File: src/rtl/picorv32_pcpi_pkg.sv
// Shared types and decode constants for the PCPI co-processor hub and its
// co-processor decoders.
package picorv32_pcpi_pkg;

  localparam logic [6:0] OPC_OP    = 7'b0110011;
  localparam logic [6:0] F7_MULDIV = 7'b0000001;

  typedef enum logic [1:0] {
    IDLE  = 2'd0,
    BUSY  = 2'd1,
    RESP  = 2'd2,
    DRAIN = 2'd3
  } state_t;

  typedef enum logic [1:0] {
    TGT_NONE = 2'd0,
    TGT_MUL  = 2'd1,
    TGT_DIV  = 2'd2
  } tgt_t;

endpackage

File: src/rtl/picorv32_pcpi_hub_if.sv
// Bundle of core-side PCPI signals, the broadcast operand bus and the two
// co-processor request/response channels. The hub connects through 'slave'.
interface picorv32_pcpi_hub_if;

  // Handshake: a requester holds *_valid high with stable operands until the
  // responder pulses *_ready for one cycle; *_wait high means "claimed, still
  // working"; *_wr/*_rd are only meaningful in the *_ready cycle.
  logic        pcpi_valid;
  logic [31:0] pcpi_insn;
  logic [31:0] pcpi_rs1;
  logic [31:0] pcpi_rs2;
  logic        pcpi_wr;
  logic [31:0] pcpi_rd;
  logic        pcpi_wait;
  logic        pcpi_ready;
  logic        pcpi_timeout;

  logic [31:0] cp_insn;
  logic [31:0] cp_rs1;
  logic [31:0] cp_rs2;

  logic        mul_valid;
  logic        mul_wr;
  logic [31:0] mul_rd;
  logic        mul_wait;
  logic        mul_ready;

  logic        div_valid;
  logic        div_wr;
  logic [31:0] div_rd;
  logic        div_wait;
  logic        div_ready;

  modport slave (
    input  pcpi_valid, pcpi_insn, pcpi_rs1, pcpi_rs2,
    output pcpi_wr, pcpi_rd, pcpi_wait, pcpi_ready, pcpi_timeout,
    output cp_insn, cp_rs1, cp_rs2,
    output mul_valid, input mul_wr, mul_rd, mul_wait, mul_ready,
    output div_valid, input div_wr, div_rd, div_wait, div_ready
  );

  modport master (
    output pcpi_valid, pcpi_insn, pcpi_rs1, pcpi_rs2,
    input  pcpi_wr, pcpi_rd, pcpi_wait, pcpi_ready, pcpi_timeout,
    input  cp_insn, cp_rs1, cp_rs2,
    input  mul_valid, output mul_wr, mul_rd, mul_wait, mul_ready,
    input  div_valid, output div_wr, div_rd, div_wait, div_ready
  );

endinterface

File: src/rtl/picorv32_pcpi_decode.sv
// Combinational instruction decode selecting which M-extension co-processor
// owns an instruction; funct3[2] splits MUL* from DIV*/REM*.
module picorv32_pcpi_decode
  import picorv32_pcpi_pkg::*;
(
  input  logic [6:0] i_opcode,
  input  logic [6:0] i_funct7,
  input  logic       i_funct3_msb,
  output tgt_t       o_tgt
);

  logic w_is_mop;

  assign w_is_mop = (i_opcode == OPC_OP) && (i_funct7 == F7_MULDIV);

  always_comb begin
    o_tgt = TGT_NONE;
    if (w_is_mop) begin
      o_tgt = i_funct3_msb ? TGT_DIV : TGT_MUL;
    end
  end

endmodule

File: src/rtl/picorv32_pcpi_hub.sv
// PCPI hub: registers a core request, issues it to the multiplier or divider,
// returns the captured response as a one-cycle ready and flags unclaimed requests.
module picorv32_pcpi_hub
  import picorv32_pcpi_pkg::*;
#(
  parameter int TIMEOUT_CYCLES = 16
) (
  input  logic                clk,
  input  logic                reset,
  picorv32_pcpi_hub_if.slave  pcpi,
  output state_t              o_state
);

  localparam int             CW       = $clog2(TIMEOUT_CYCLES + 1);
  localparam logic [CW-1:0]  CNT_LAST = CW'(TIMEOUT_CYCLES - 1);
  localparam logic [CW-1:0]  CNT_MAX  = '1;

  state_t        r_state;
  tgt_t          r_tgt;
  logic [CW-1:0] r_cnt;
  logic [31:0]   r_insn;
  logic [31:0]   r_rs1;
  logic [31:0]   r_rs2;
  logic [31:0]   r_rd;
  logic          r_wr;

  tgt_t        w_dec_tgt;
  logic        w_busy;
  logic        w_sel_ready;
  logic        w_sel_wait;
  logic        w_sel_wr;
  logic [31:0] w_sel_rd;
  logic        w_timeout;

  picorv32_pcpi_decode u_decode (
    .i_opcode     (pcpi.pcpi_insn[6:0]),
    .i_funct7     (pcpi.pcpi_insn[31:25]),
    .i_funct3_msb (pcpi.pcpi_insn[14]),
    .o_tgt        (w_dec_tgt)
  );

  // Only the latched target is listened to; the other channel is ignored.
  always_comb begin
    w_sel_ready = 1'b0;
    w_sel_wait  = 1'b0;
    w_sel_wr    = 1'b0;
    w_sel_rd    = '0;
    case (r_tgt)
      TGT_MUL: begin
        w_sel_ready = pcpi.mul_ready;
        w_sel_wait  = pcpi.mul_wait;
        w_sel_wr    = pcpi.mul_wr;
        w_sel_rd    = pcpi.mul_rd;
      end
      TGT_DIV: begin
        w_sel_ready = pcpi.div_ready;
        w_sel_wait  = pcpi.div_wait;
        w_sel_wr    = pcpi.div_wr;
        w_sel_rd    = pcpi.div_rd;
      end
      default: ;
    endcase
  end

  assign w_busy    = (r_state == BUSY);
  assign w_timeout = w_busy && pcpi.pcpi_valid && !w_sel_ready && !w_sel_wait &&
                     (r_cnt == CNT_LAST);

  always_ff @(posedge clk or posedge reset) begin
    if (reset) begin
      r_state <= IDLE;
      r_tgt   <= TGT_NONE;
      r_cnt   <= '0;
      r_insn  <= '0;
      r_rs1   <= '0;
      r_rs2   <= '0;
      r_rd    <= '0;
      r_wr    <= 1'b0;
    end else begin
      case (r_state)
        IDLE: begin
          if (pcpi.pcpi_valid) begin
            r_insn  <= pcpi.pcpi_insn;
            r_rs1   <= pcpi.pcpi_rs1;
            r_rs2   <= pcpi.pcpi_rs2;
            r_tgt   <= w_dec_tgt;
            r_cnt   <= '0;
            r_state <= BUSY;
          end
        end
        BUSY: begin
          // Core abort outranks a same-cycle ready; ready outranks timeout.
          if (!pcpi.pcpi_valid) begin
            r_state <= DRAIN;
          end else if (w_sel_ready) begin
            r_rd    <= w_sel_rd;
            r_wr    <= w_sel_wr;
            r_state <= RESP;
          end else if (w_sel_wait) begin
            r_cnt <= '0;
          end else if (w_timeout) begin
            r_state <= DRAIN;
          end else if (r_cnt != CNT_MAX) begin
            r_cnt <= r_cnt + CW'(1);
          end
        end
        RESP: begin
          r_state <= DRAIN;
        end
        DRAIN: begin
          // Wait for the core to drop valid so the same insn is not re-issued.
          if (!pcpi.pcpi_valid) begin
            r_state <= IDLE;
          end
        end
        default: r_state <= IDLE;
      endcase
    end
  end

  assign pcpi.cp_insn      = r_insn;
  assign pcpi.cp_rs1       = r_rs1;
  assign pcpi.cp_rs2       = r_rs2;
  assign pcpi.mul_valid    = w_busy && (r_tgt == TGT_MUL);
  assign pcpi.div_valid    = w_busy && (r_tgt == TGT_DIV);
  assign pcpi.pcpi_wait    = ((r_state == BUSY) || (r_state == RESP)) && (r_tgt != TGT_NONE);
  assign pcpi.pcpi_ready   = (r_state == RESP);
  assign pcpi.pcpi_rd      = (r_state == RESP) ? r_rd : '0;
  assign pcpi.pcpi_wr      = (r_state == RESP) && r_wr;
  assign pcpi.pcpi_timeout = w_timeout;
  assign o_state           = r_state;

endmodule
File: src/flat_wrapper.sv
// flat-port wrapper written by rule: the top's interface ports become plain ports
module picorv32_pcpi_hub_flat import picorv32_pcpi_pkg::*;
#(
  parameter int TIMEOUT_CYCLES = 16
)
  (clk, reset, o_state, pcpi_pcpi_valid, pcpi_pcpi_insn, pcpi_pcpi_rs1, pcpi_pcpi_rs2, pcpi_pcpi_wr, pcpi_pcpi_rd, pcpi_pcpi_wait, pcpi_pcpi_ready, pcpi_pcpi_timeout, pcpi_cp_insn, pcpi_cp_rs1, pcpi_cp_rs2, pcpi_mul_valid, pcpi_mul_wr, pcpi_mul_rd, pcpi_mul_wait, pcpi_mul_ready, pcpi_div_valid, pcpi_div_wr, pcpi_div_rd, pcpi_div_wait, pcpi_div_ready);
  picorv32_pcpi_hub_if pcpi_i ();
  input  logic clk;
  input  logic reset;
  output state_t o_state;
  input wire logic [$bits(pcpi_i.pcpi_valid)-1:0] pcpi_pcpi_valid;
  input wire logic [$bits(pcpi_i.pcpi_insn)-1:0] pcpi_pcpi_insn;
  input wire logic [$bits(pcpi_i.pcpi_rs1)-1:0] pcpi_pcpi_rs1;
  input wire logic [$bits(pcpi_i.pcpi_rs2)-1:0] pcpi_pcpi_rs2;
  output wire logic [$bits(pcpi_i.pcpi_wr)-1:0] pcpi_pcpi_wr;
  output wire logic [$bits(pcpi_i.pcpi_rd)-1:0] pcpi_pcpi_rd;
  output wire logic [$bits(pcpi_i.pcpi_wait)-1:0] pcpi_pcpi_wait;
  output wire logic [$bits(pcpi_i.pcpi_ready)-1:0] pcpi_pcpi_ready;
  output wire logic [$bits(pcpi_i.pcpi_timeout)-1:0] pcpi_pcpi_timeout;
  output wire logic [$bits(pcpi_i.cp_insn)-1:0] pcpi_cp_insn;
  output wire logic [$bits(pcpi_i.cp_rs1)-1:0] pcpi_cp_rs1;
  output wire logic [$bits(pcpi_i.cp_rs2)-1:0] pcpi_cp_rs2;
  output wire logic [$bits(pcpi_i.mul_valid)-1:0] pcpi_mul_valid;
  input wire logic [$bits(pcpi_i.mul_wr)-1:0] pcpi_mul_wr;
  input wire logic [$bits(pcpi_i.mul_rd)-1:0] pcpi_mul_rd;
  input wire logic [$bits(pcpi_i.mul_wait)-1:0] pcpi_mul_wait;
  input wire logic [$bits(pcpi_i.mul_ready)-1:0] pcpi_mul_ready;
  output wire logic [$bits(pcpi_i.div_valid)-1:0] pcpi_div_valid;
  input wire logic [$bits(pcpi_i.div_wr)-1:0] pcpi_div_wr;
  input wire logic [$bits(pcpi_i.div_rd)-1:0] pcpi_div_rd;
  input wire logic [$bits(pcpi_i.div_wait)-1:0] pcpi_div_wait;
  input wire logic [$bits(pcpi_i.div_ready)-1:0] pcpi_div_ready;
  assign pcpi_i.pcpi_valid = pcpi_pcpi_valid;
  assign pcpi_i.pcpi_insn = pcpi_pcpi_insn;
  assign pcpi_i.pcpi_rs1 = pcpi_pcpi_rs1;
  assign pcpi_i.pcpi_rs2 = pcpi_pcpi_rs2;
  assign pcpi_pcpi_wr = pcpi_i.pcpi_wr;
  assign pcpi_pcpi_rd = pcpi_i.pcpi_rd;
  assign pcpi_pcpi_wait = pcpi_i.pcpi_wait;
  assign pcpi_pcpi_ready = pcpi_i.pcpi_ready;
  assign pcpi_pcpi_timeout = pcpi_i.pcpi_timeout;
  assign pcpi_cp_insn = pcpi_i.cp_insn;
  assign pcpi_cp_rs1 = pcpi_i.cp_rs1;
  assign pcpi_cp_rs2 = pcpi_i.cp_rs2;
  assign pcpi_mul_valid = pcpi_i.mul_valid;
  assign pcpi_i.mul_wr = pcpi_mul_wr;
  assign pcpi_i.mul_rd = pcpi_mul_rd;
  assign pcpi_i.mul_wait = pcpi_mul_wait;
  assign pcpi_i.mul_ready = pcpi_mul_ready;
  assign pcpi_div_valid = pcpi_i.div_valid;
  assign pcpi_i.div_wr = pcpi_div_wr;
  assign pcpi_i.div_rd = pcpi_div_rd;
  assign pcpi_i.div_wait = pcpi_div_wait;
  assign pcpi_i.div_ready = pcpi_div_ready;
  picorv32_pcpi_hub #(.TIMEOUT_CYCLES(TIMEOUT_CYCLES)) u_core (.clk(clk), .reset(reset), .pcpi(pcpi_i), .o_state(o_state));
endmodule
File: config.mk
export PLATFORM = sky130hd
export DESIGN_NAME = picorv32_pcpi_hub_flat
export DESIGN_NICKNAME = d
export VERILOG_FILES = /design/src/rtl/picorv32_pcpi_pkg.sv /design/src/rtl/picorv32_pcpi_hub_if.sv /design/src/rtl/picorv32_pcpi_decode.sv /design/src/rtl/picorv32_pcpi_hub.sv /design/src/flat_wrapper.sv
export SDC_FILE = /design/constraint.sdc
export NUM_CORES = 1
export LEC_CHECK = 0
export CAP_MARGIN = 20
export CORE_ASPECT_RATIO = 1.2
export CORE_MARGIN = 2
export CORE_UTILIZATION = 31
export DETAILED_ROUTE_END_ITERATION = 6
export GPL_TIMING_DRIVEN = 0
export PLACE_DENSITY = 0.65
export SYNTH_ARGS = -nofsm -noshare
export SYNTH_HDL_FRONTEND = slang
export SYNTH_HIERARCHICAL = 1
export SYNTH_SLANG_ARGS = --single-unit
File: constraint.sdc
create_clock -name clk -period 5.8 [get_ports clk]
set_clock_uncertainty 0.2 [all_clocks]
set_input_delay 0.87 -clock clk [delete_from_list [all_inputs] [get_ports clk]]
set_output_delay 0.87 -clock clk [all_outputs]
set_load 0.01 [all_outputs]
Word-level counts from Yosys, hierarchy flattened. Index checks and enable logic that the tools add are counted.

Flip-flop bits (word level): 138. Input bits: 169. Output and inout bits: 136. Logic and storage cells: 66.

Add/subtract/negate cells: 1. Eq/ne operators: 17. Multiplexer cells: 21. Reduce and logical (&&, ||, !) cells: 19.

Operators with widths (number): 32-bit case mux with 2 select lines (1); 32-bit two-way mux (1); 5-bit two-way mux (6); 2-bit two-way mux (8); 5-bit case mux with 2 select lines (1); 1-bit logical AND (9); 2-bit inequality test, second input constant (4); 4-bit inequality test, second input constant (2); 2-bit case mux with 4 select lines (1); 7-bit by 1-bit equality test with 1-bit output, second input constant (1); 7-bit by 6-bit equality test with 1-bit output, second input constant (1); 2-bit equality test, second input constant (3); 3-bit inequality test, second input constant (2); 1-bit case mux with 2 select lines (3); 6-bit AND reduction (1); 5-bit by 1-bit adder with 5-bit output, second input constant (1); 5-bit by 4-bit equality test with 1-bit output, second input constant (1); 5-bit inequality test, second input constant (1); 2-bit by 1-bit equality test with 1-bit output, second input constant (2); 4-bit AND reduction (1); 2-bit nonzero test (2); 3-bit AND reduction (1); 1-bit logical NOT (2); 2-bit logical NOT (1); 2 further kinds (2).

Longest topological paths before layout. Gate-level depths: netlist (run 1).

Depth after elaboration: 11. Depth in mapped cells: 9. Mapped depth without buffers: 7.

Cells and area by module. Netlist (run 1), hierarchy kept.

By module, submodules not included: picorv32_pcpi_hub (instances 1, cells an instance 458, area each 5908.2 um2, seq. area each 3453.3 um2); picorv32_pcpi_decode (instances 1, cells an instance 7, area each 53.8 um2, seq. area each 0.0 um2).

Worst setup path after synthesis (run 1). No wires, ideal clock.

Kind: in2out. Start point: input pcpi_div_ready. End point: output pcpi_pcpi_timeout. Data arrival time: 1.529 ns. Required time: 4.730 ns. Slack: 3.201 ns. Cell stages on the path: 3. Buffers on the path: 0. Path through: a22o_4 a21o_1 nor2_1.

Word-level cells in the longest chain between the ends: 5.

RTL lines: from (decl) (line flat_wrapper.sv:32) `input wire logic [$bits(pcpi_i.div_ready)-1:0] pcpi_div_ready;`; 1-bit case mux with 2 select lines (line picorv32_pcpi_hub.sv:48) `case (r_tgt)`; 1-bit logical NOT (line picorv32_pcpi_hub.sv:66) `assign w_timeout = w_busy && pcpi.pcpi_valid && !w_sel_ready && !w_sel_wait &&`; 1-bit logical AND (3 in series) (line picorv32_pcpi_hub.sv:66); to (decl) (line flat_wrapper.sv:19) `output wire logic [$bits(pcpi_i.pcpi_timeout)-1:0] pcpi_pcpi_timeout;`.

Every way passes these cells.

Worst setup path in the final report (run 1). Ends and elaborated chain as after synthesis.

==> results of run 1 <==
final cells by class:
type                            count  area, µm²
Timing Repair Buffer              304       3060
Buffer                             29      142.6
Clock inverter                     14      136.4
Clock buffer                       18      439.2
Multi-Input combinational cell    289       2332
Sequential cell                   138       3453
Tap cell                          256      320.3
Fill cell                        1667       8932
Inverter                            9      38.79
cell usage in the layout (no fill, tap or decap), types with 2 or more instances in the layout:
cell | netlist | final
inv_1 | 9 | 8
o31ai_1 | 2 | 2
nand3_1 | 4 | 4
clkinvlp_4 | 0 | 3
a21oi_2 | 2 | 2
ha_1 | 10 | 10
mux2i_1 | 2 | 2
clkbuf_16 | 0 | 17
mux2_1 | 2 | 2
clkbuf_1 | 11 | 11
nor2b_1 | 2 | 2
dfrtp_1 | 138 | 138
clkinv_4 | 0 | 4
nand4_1 | 2 | 2
and2_1 | 35 | 35
a22oi_1 | 34 | 34
nor2_1 | 5 | 5
nor4_1 | 2 | 2
nand3b_1 | 2 | 2
o21ai_0 | 17 | 17
o21ai_1 | 16 | 16
buf_4 | 2 | 2
mux2_2 | 98 | 98
buf_2 | 15 | 15
clkdlybuf4s50_1 | 0 | 303
nand2_1 | 37 | 37
inv_6 | 0 | 6
flip-flops by register name, indices dropped and copies added (netlist names):
| signal | count |
|---|---|
| u_core/o_state | 2 |
| u_core/pcpi.cp_insn | 32 |
| u_core/pcpi.cp_rs1 | 32 |
| u_core/pcpi.cp_rs2 | 32 |
| u_core/r_cnt | 5 |
| u_core/r_rd | 32 |
| u_core/r_tgt | 2 |
| u_core/r_wr | 1 |
worst max path at each step:
stage,from,endpoint,depth (start not counted)
floorplan,reset,u_core/o_state[0]$_DFFE_PP0P_,1
global placement,reset,u_core/pcpi.cp_rs2[9]$_DFFE_PP0P_,2
detailed placement,pcpi_div_ready,pcpi_pcpi_timeout,5
CTS,pcpi_div_ready,pcpi_pcpi_timeout,5
global route,u_core/o_state[0]$_DFFE_PP0P_,pcpi_pcpi_rd[31],5
finish,pcpi_div_ready,pcpi_pcpi_timeout,5
through the flow:
step                power (mW)  TNS, ns
detailed placement       3.321        0
global placement         3.269  -102.07
global route             4.569        0
CTS                      4.393        0
finish                   4.322        0
floorplan                2.287        0
critical path: stages:
cell,delay (ns)
clkdlybuf4s50_1,0.42
a22o_4,0.29
a21o_1,0.24
nor2_1,0.11
clkdlybuf4s50_1,0.56
cell families (layout without fill, tap and decap cells):
| logic type | Yosys count | in the layout | share of synthesized area [%] |
|---|---|---|---|
| compound gates | 83 | 83 | 9.591 |
| fa+ha+maj | 10 | 10 | 2.099 |
| buf+inv | 38 | 374 | 2.959 |
| flops | 138 | 138 | 57.92 |
| mux | 102 | 102 | 19.22 |
| simple gates | 94 | 94 | 8.206 |
power by group:
| group | internal [mW] | leakage (nW) | switching (mW) |
|---|---|---|---|
| logic | 1.09 | 2.03 | 0.667 |
| clock network | 0.609 | 0.274 | 0.428 |
| registers | 1.33 | 1.71 | 0.195 |
| total | 3.03 | 4.01 | 1.29 |
metal layers:
metal	global-route usage, %	share of wire [%]	vias up
li1	-	-	2291
met1	17.68	36	2370
met2	31.27	54	199
met3	6.276	8.1	18
met4	4.813	1.6	0
met5	0	0	-
==> metrics.md, run 1 <==
| Metric | Value |
|---|---|
| Post-CTS resize count | `0` |
| Clk sinks | `138` |
| Worst Path Arrival | `between 2 and 2.5 ns` |
| Layout cells sized above 1 | `approximately a fifth` |
| Grt ovf | `0` |
| Port Buffer Count | `slightly above 300` |
| TritonCTS clock tree | `yes` |
| Final Hold Vio Count | `0` |
| Final setup violation count | `0` |
| Area contributors post-synth | `dfrtp_1, mux2_2, a22oi_1` |
| Placed cell area | `a little over 9000 µm²` |
| Initial antenna violation count | `0` |
| CTS Buf Count | `17` |
| Clk_lat worst skew | `a little over 0.4 ns` |
| Fin nets | `967` |
| Setup slack at placement | `between 2 and 2.5 ns` |
| H-tree Lvls | `4` |
| Routed vias | `slightly below 5k` |
| FP Rows | `55` |
| N_diodes | `0` |
| CP max FO | `4` |
| Worst reg-to-reg path cell count | `6` |
| Reg2Reg Launch Point | `u_core/o_state[0]$_DFFE_PP0P_` |
| Critical path required time | `roughly 4.7 ns` |
| Vias in the first global route | `5189` |
| WHS Endpoint | `u_core/r_rd[26]$_DFFE_PP0P_` |
| Maxcap violations | `0` |
| Min-delay src | `u_core/r_rd[26]$_DFFE_PP0P_` |
| Post-synthesis cell count | `around 470` |
| Clock Root Buffer | `clkbuf_16` |
| Post-route minimum period | `between 3 and 4 ns` |
| Hold Path Class | `reg2reg` |
| Run status | `finished, final reports clean` |
| Post-synth top area cell | `dfrtp_1` |
| Core Region | `18860 µm²` |
| Pin count of the biggest net entering global routing | `between 70 and 80` |
| Endpoint class of the critical path | `primary output` |
| Critical path launch point type | `primary input` |
| Cell area after layout | `about 9900 µm²` |
| Relative max-transition margin | `about 58%` |
| DR iter-0 viols | `approximately 140` |
| Via/cell ratio | `4.615` |
| Worst-path clk slew | `about 0.050 ns` |
| WHS | `between 0.2 and 0.3 ns` |
| Final Cycle Share | `61.35%` |
| Placed insts | `about 1k` |
| Fin worst setup slack | `2.242 ns` |
| HPWL Detailed | `roughly 14000 µm` |
| R2r endpoint | `u_core/pcpi.cp_rs2[3]$_DFFE_PP0P_` |
| Final GP Congestion | `0.8159` |
| First-pass GRT wire length | `approximately 27000 µm` |
| Yosys top cell area share | `57.92%` |
| Commonest cells post-synth | `dfrtp_1, mux2_2, nand2_1` |
| Die Wd | `130.6 µm` |
| Final instance count without filler cells | `1057` |
| Synth Cell Area | `a little under 6000 µm²` |
| Pins Over Slew Limit | `0` |
| Syn-to-layout area delta | `66.44%` |
| Avg Inst Size Synth | `around 13 µm²` |
| Pwr dens | `435.6 nW/µm²` |
| Pleak | `4.014 nW` |
| Die area | `approximately 20000 µm²` |
| Hold bufs inserted after CTS | `0` |
| Final wirelength | `around 17000 µm` |
| Post-layout util | `approximately 53%` |
| Longest Clk Path Bufs | `2` |
| Most frequent cell after synthesis | `dfrtp_1` |
| Final ANT Viol Nets | `0` |
| VDD IR max | `between 0.2 and 0.3 mV` |
| IO Pins | `~300` |
| Post-CTS Setup Inserts | `0` |
| DRC | `0` |
| DRT Pass-1 Iters | `4` |
| Reg-to-reg slack, setup | `between 3 and 4 ns` |
| Syn nets | `~640` |
| Most used DFF post-synth | `dfrtp_1` |
| RSZ-0062 raised after global routing | `false` |
| Initial Util | `a little under a third` |
| Yosys cell types | `40` |
| Yosys warns | `6` |
| Post-synth EDFFs | `0` |
| Hold path depth | `2` |
| FFs w/ async S/R, synth | `100.0%` |
| Seq/Total Area, Yosys | `57.92%` |
| Seq cells post-synth | `138` |
| Total track usage | `between 10% and 20%` |
| Die Height | `~160 µm` |
| Critical path type | `in2out` |
| Slew @ Worst Pin | `0.6291 ns` |
| Max Freq | `0.2810 GHz` |
| WL per Instance | `between 15 and 20 µm` |
Note: power is estimated with default switching activity, not from simulation.
==> inputs of run 2 (changes only) <==
==> constraint.sdc (replaced) <==
create_clock -name clk -period 3.5 [get_ports clk]
set_clock_uncertainty 0.2 [all_clocks]
set_input_delay 0.525 -clock clk [delete_from_list [all_inputs] [get_ports clk]]
set_output_delay 0.525 -clock clk [all_outputs]
set_load 0.01 [all_outputs]
==> metrics.md, run 2 (synthesis results as in run 1) <==
| Metric | Value |
|---|---|
| Run status | `finished, final reports clean` |
| Core Region | `18860 µm² (unchanged)` |
| Vias in the first global route | `5288 (+1.9%)` |
| Post-layout util | `52.99% (+0.37 points)` |
| Worst path max stage delay | `0.58 ns (+0.02 ns)` |
| First-pass GRT wire length | `26870 µm (+1.0%)` |
| Critical path required time | `2.77 ns (-1.96 ns)` |
| Syn-to-layout area delta | `67.60%` |
| Worst-path clk slew | `0.06 ns (about the same)` |
| Worst path depth | `7 (+2)` |
| Placed cell area | `9379 µm² (+0.33%)` |
| Fin nets | `969 (+0.21%)` |
| Top delay family on crit path | `buffers and inverters` |
| Post-route minimum period | `between 3 and 4 ns` |
| CTS Buf Count | `17 (unchanged)` |
| Post-CTS Setup Inserts | `0 (unchanged)` |
| Initial Util | `31.62% (unchanged)` |
| Grt ovf | `0 (unchanged)` |
| Final GP Congestion | `0.7584 (-7.0%)` |
| Critical Path Sink | `pcpi_pcpi_timeout` |
| Most frequent cells in the layout | `clkdlybuf4s50_1, dfrtp_1, mux2_2, nand2_1, and2_1` |
| Endpoint class of the critical path | `primary output` |
| Routed vias | `4868 (-0.21%)` |
| Slowest-stage cell, CP | `clkdlybuf4s50_1` |
| WHS | `0.2735 ns (-0.001558 ns)` |
| Critical path type | `reg2out` |
| Worst Path Arrival | `2.46 ns (-0.03 ns)` |
| Hold Path Class | `reg2reg` |
| DRT Pass-1 Iters | `4 (unchanged)` |
| Final Hold Vio Count | `0 (unchanged)` |
| Pin count of the biggest net entering global routing | `44 (-39%)` |
| Slew @ Worst Pin | `0.8327 ns (+0.2036 ns)` |
| Longest Clk Path Bufs | `2 (unchanged)` |
| IO Pins | `305 (unchanged)` |
| Reg-to-reg slack, setup | `1.13 ns (-2.34 ns)` |
| HPWL Detailed | `14180 µm (+3.7%)` |
| DRC | `0 (unchanged)` |
| Reg2Reg Launch Point | `u_core/o_state[0]$_DFFE_PP0P_` |
| Final ANT Viol Nets | `0 (unchanged)` |
| Critical path launch point type | `flip-flop` |
| Final wirelength | `17670 µm (+1.3%)` |
| WL per Instance | `16.68 µm (+1.1%)` |
| N_diodes | `0 (unchanged)` |
| R2r endpoint | `u_core/pcpi.cp_rs2[13]$_DFFE_PP0P_` |
| Maxcap violations | `0 (unchanged)` |
| H-tree Lvls | `4 (unchanged)` |
| Cell area after layout | `9992 µm² (+0.69%)` |
| Worst Setup SP | `u_core/r_tgt[0]$_DFFE_PP0P_` |
| Fillers | `1657 (-0.60%)` |
| Final setup violation count | `0 (unchanged)` |
| Clk_lat worst skew | `0.41 ns (about the same)` |
| Clock Root Buffer | `clkbuf_16` |
| Relative max-transition margin | `44.37% (-14 points)` |
| Setup_tns | `0 ns (unchanged)` |
| Die Wd | `130.6 µm (unchanged)` |
| CP max FO | `10 (+6)` |
| Sequence of cells on the critical path | `inv_1, ha_1, buf_6, a22o_4, a21o_1, nor2_1, clkdlybuf4s50_1` |
| Via/cell ratio | `4.597 (-0.39%)` |
| Layout cells sized above 1 | `19.80% (+0.20 points)` |
| RSZ-0062 raised after global routing | `false` |
| Die area | `20360 µm² (unchanged)` |
| Pleak | `4.047 nW (+0.83%)` |
| Final Cycle Share | `about 91%` |
| FP Rows | `55 (unchanged)` |
| Post-CTS resize count | `0 (unchanged)` |
| VDD IR max | `0.3882 mV (+45%)` |
| TritonCTS clock tree | `yes` |
| DR iter-0 viols | `120 (-12%)` |
| Port Buffer Count | `303 (unchanged)` |
| Die Height | `155.9 µm (unchanged)` |
| Initial antenna violation count | `0 (unchanged)` |
| Clk sinks | `138 (unchanged)` |
| Worst reg-to-reg path cell count | `6 (unchanged)` |
| Total track usage | `17.30% (+0.40 points)` |
| Hold bufs inserted after CTS | `0 (unchanged)` |
| Most common cell after layout, fill and taps aside | `clkdlybuf4s50_1` |
| Max Freq | `around 0.31 GHz` |
| Crit path buf inv count | `3 (+1)` |
| Pwr dens | `728.3 nW/µm² (+67%)` |
| Pins Over Slew Limit | `0 (unchanged)` |
## run 2: cell count changes in the layout (fill, tap and decap cells not counted)
cell / previous run / this run
buf_12: 0 / 3
bufinv_16: 1 / 3
inv_6: 6 / 4
buf_16: 1 / 0
clkbuf_8: 1 / 0
clkinv_2: 1 / 2
clkinv_4: 4 / 3
inv_8: 0 / 1
## run 2: routing by layer
metal	vias up	wire [µm]	track usage (%)	share of wire, %
li1	2302	-	-	-
met1	2349	6410	17.88	36
met2	191	9343	31.92	53
met3	26	1474	5.761	8.3
met4	0	438	6.586	2.5
met5	-	0	0	0
## run 2: through the flow
stage | setup WS [ns] | power, mW | cells
after CTS | 0.2802 | 7.396 | 1059
after global placement | -0.1358 | 5.409 | 1024
final | 0.3127 | 7.278 | 1059
after global routing | 0.1957 | 7.693 | 1059
after detailed placement | 0.5989 | 5.505 | 1027
after floorplan | 1.054 | 3.790 | 465
## run 2: worst reg2reg max path, stage by stage (launching register included)
cell	delay, ns
dfrtp_1	0.42
inv_1	0.11
ha_1	0.25
nand2_1	0.34
buf_2	0.33
buf_4	0.24
mux2_2	0.36
## run 2: power by group
part | internal, mW | switching, mW | total [mW]
sequential | 2.20 | 0.314 | 2.52
clock | 1.13 | 0.706 | 1.84
combinational | 1.81 | 1.11 | 2.92
total | 5.15 | 2.13 | 7.28
## run 2: cell type report
class / instances / area [µm²] / area share [%]
Sequential cell: 138 / 3453 / 34.56
Timing Repair Buffer: 306 / 3093 / 30.95
Multi-Input combinational cell: 289 / 2332 / 23.34
Clock buffer: 17 / 425.4 / 4.257
Tap cell: 256 / 320.3 / 3.206
Clock inverter: 15 / 187.7 / 1.878
Buffer: 29 / 142.6 / 1.428
Inverter: 9 / 37.54 / 0.3757
## run 2: worst min path at each step
stage / startpoint / slack [ns] / endpoint / depth (start not counted)
after floorplan: u_core/r_rd[2]$_DFFE_PP0P_ / 0.24 / u_core/r_rd[2]$_DFFE_PP0P_ / 2
after global placement: u_core/r_rd[2]$_DFFE_PP0P_ / 0.25 / u_core/r_rd[2]$_DFFE_PP0P_ / 2
after detailed placement: u_core/r_rd[27]$_DFFE_PP0P_ / 0.27 / u_core/r_rd[27]$_DFFE_PP0P_ / 2
after CTS: u_core/r_rd[27]$_DFFE_PP0P_ / 0.28 / u_core/r_rd[27]$_DFFE_PP0P_ / 2
after global routing: u_core/r_rd[23]$_DFFE_PP0P_ / 0.30 / u_core/r_rd[23]$_DFFE_PP0P_ / 2
final: u_core/r_rd[23]$_DFFE_PP0P_ / 0.27 / u_core/r_rd[23]$_DFFE_PP0P_ / 2
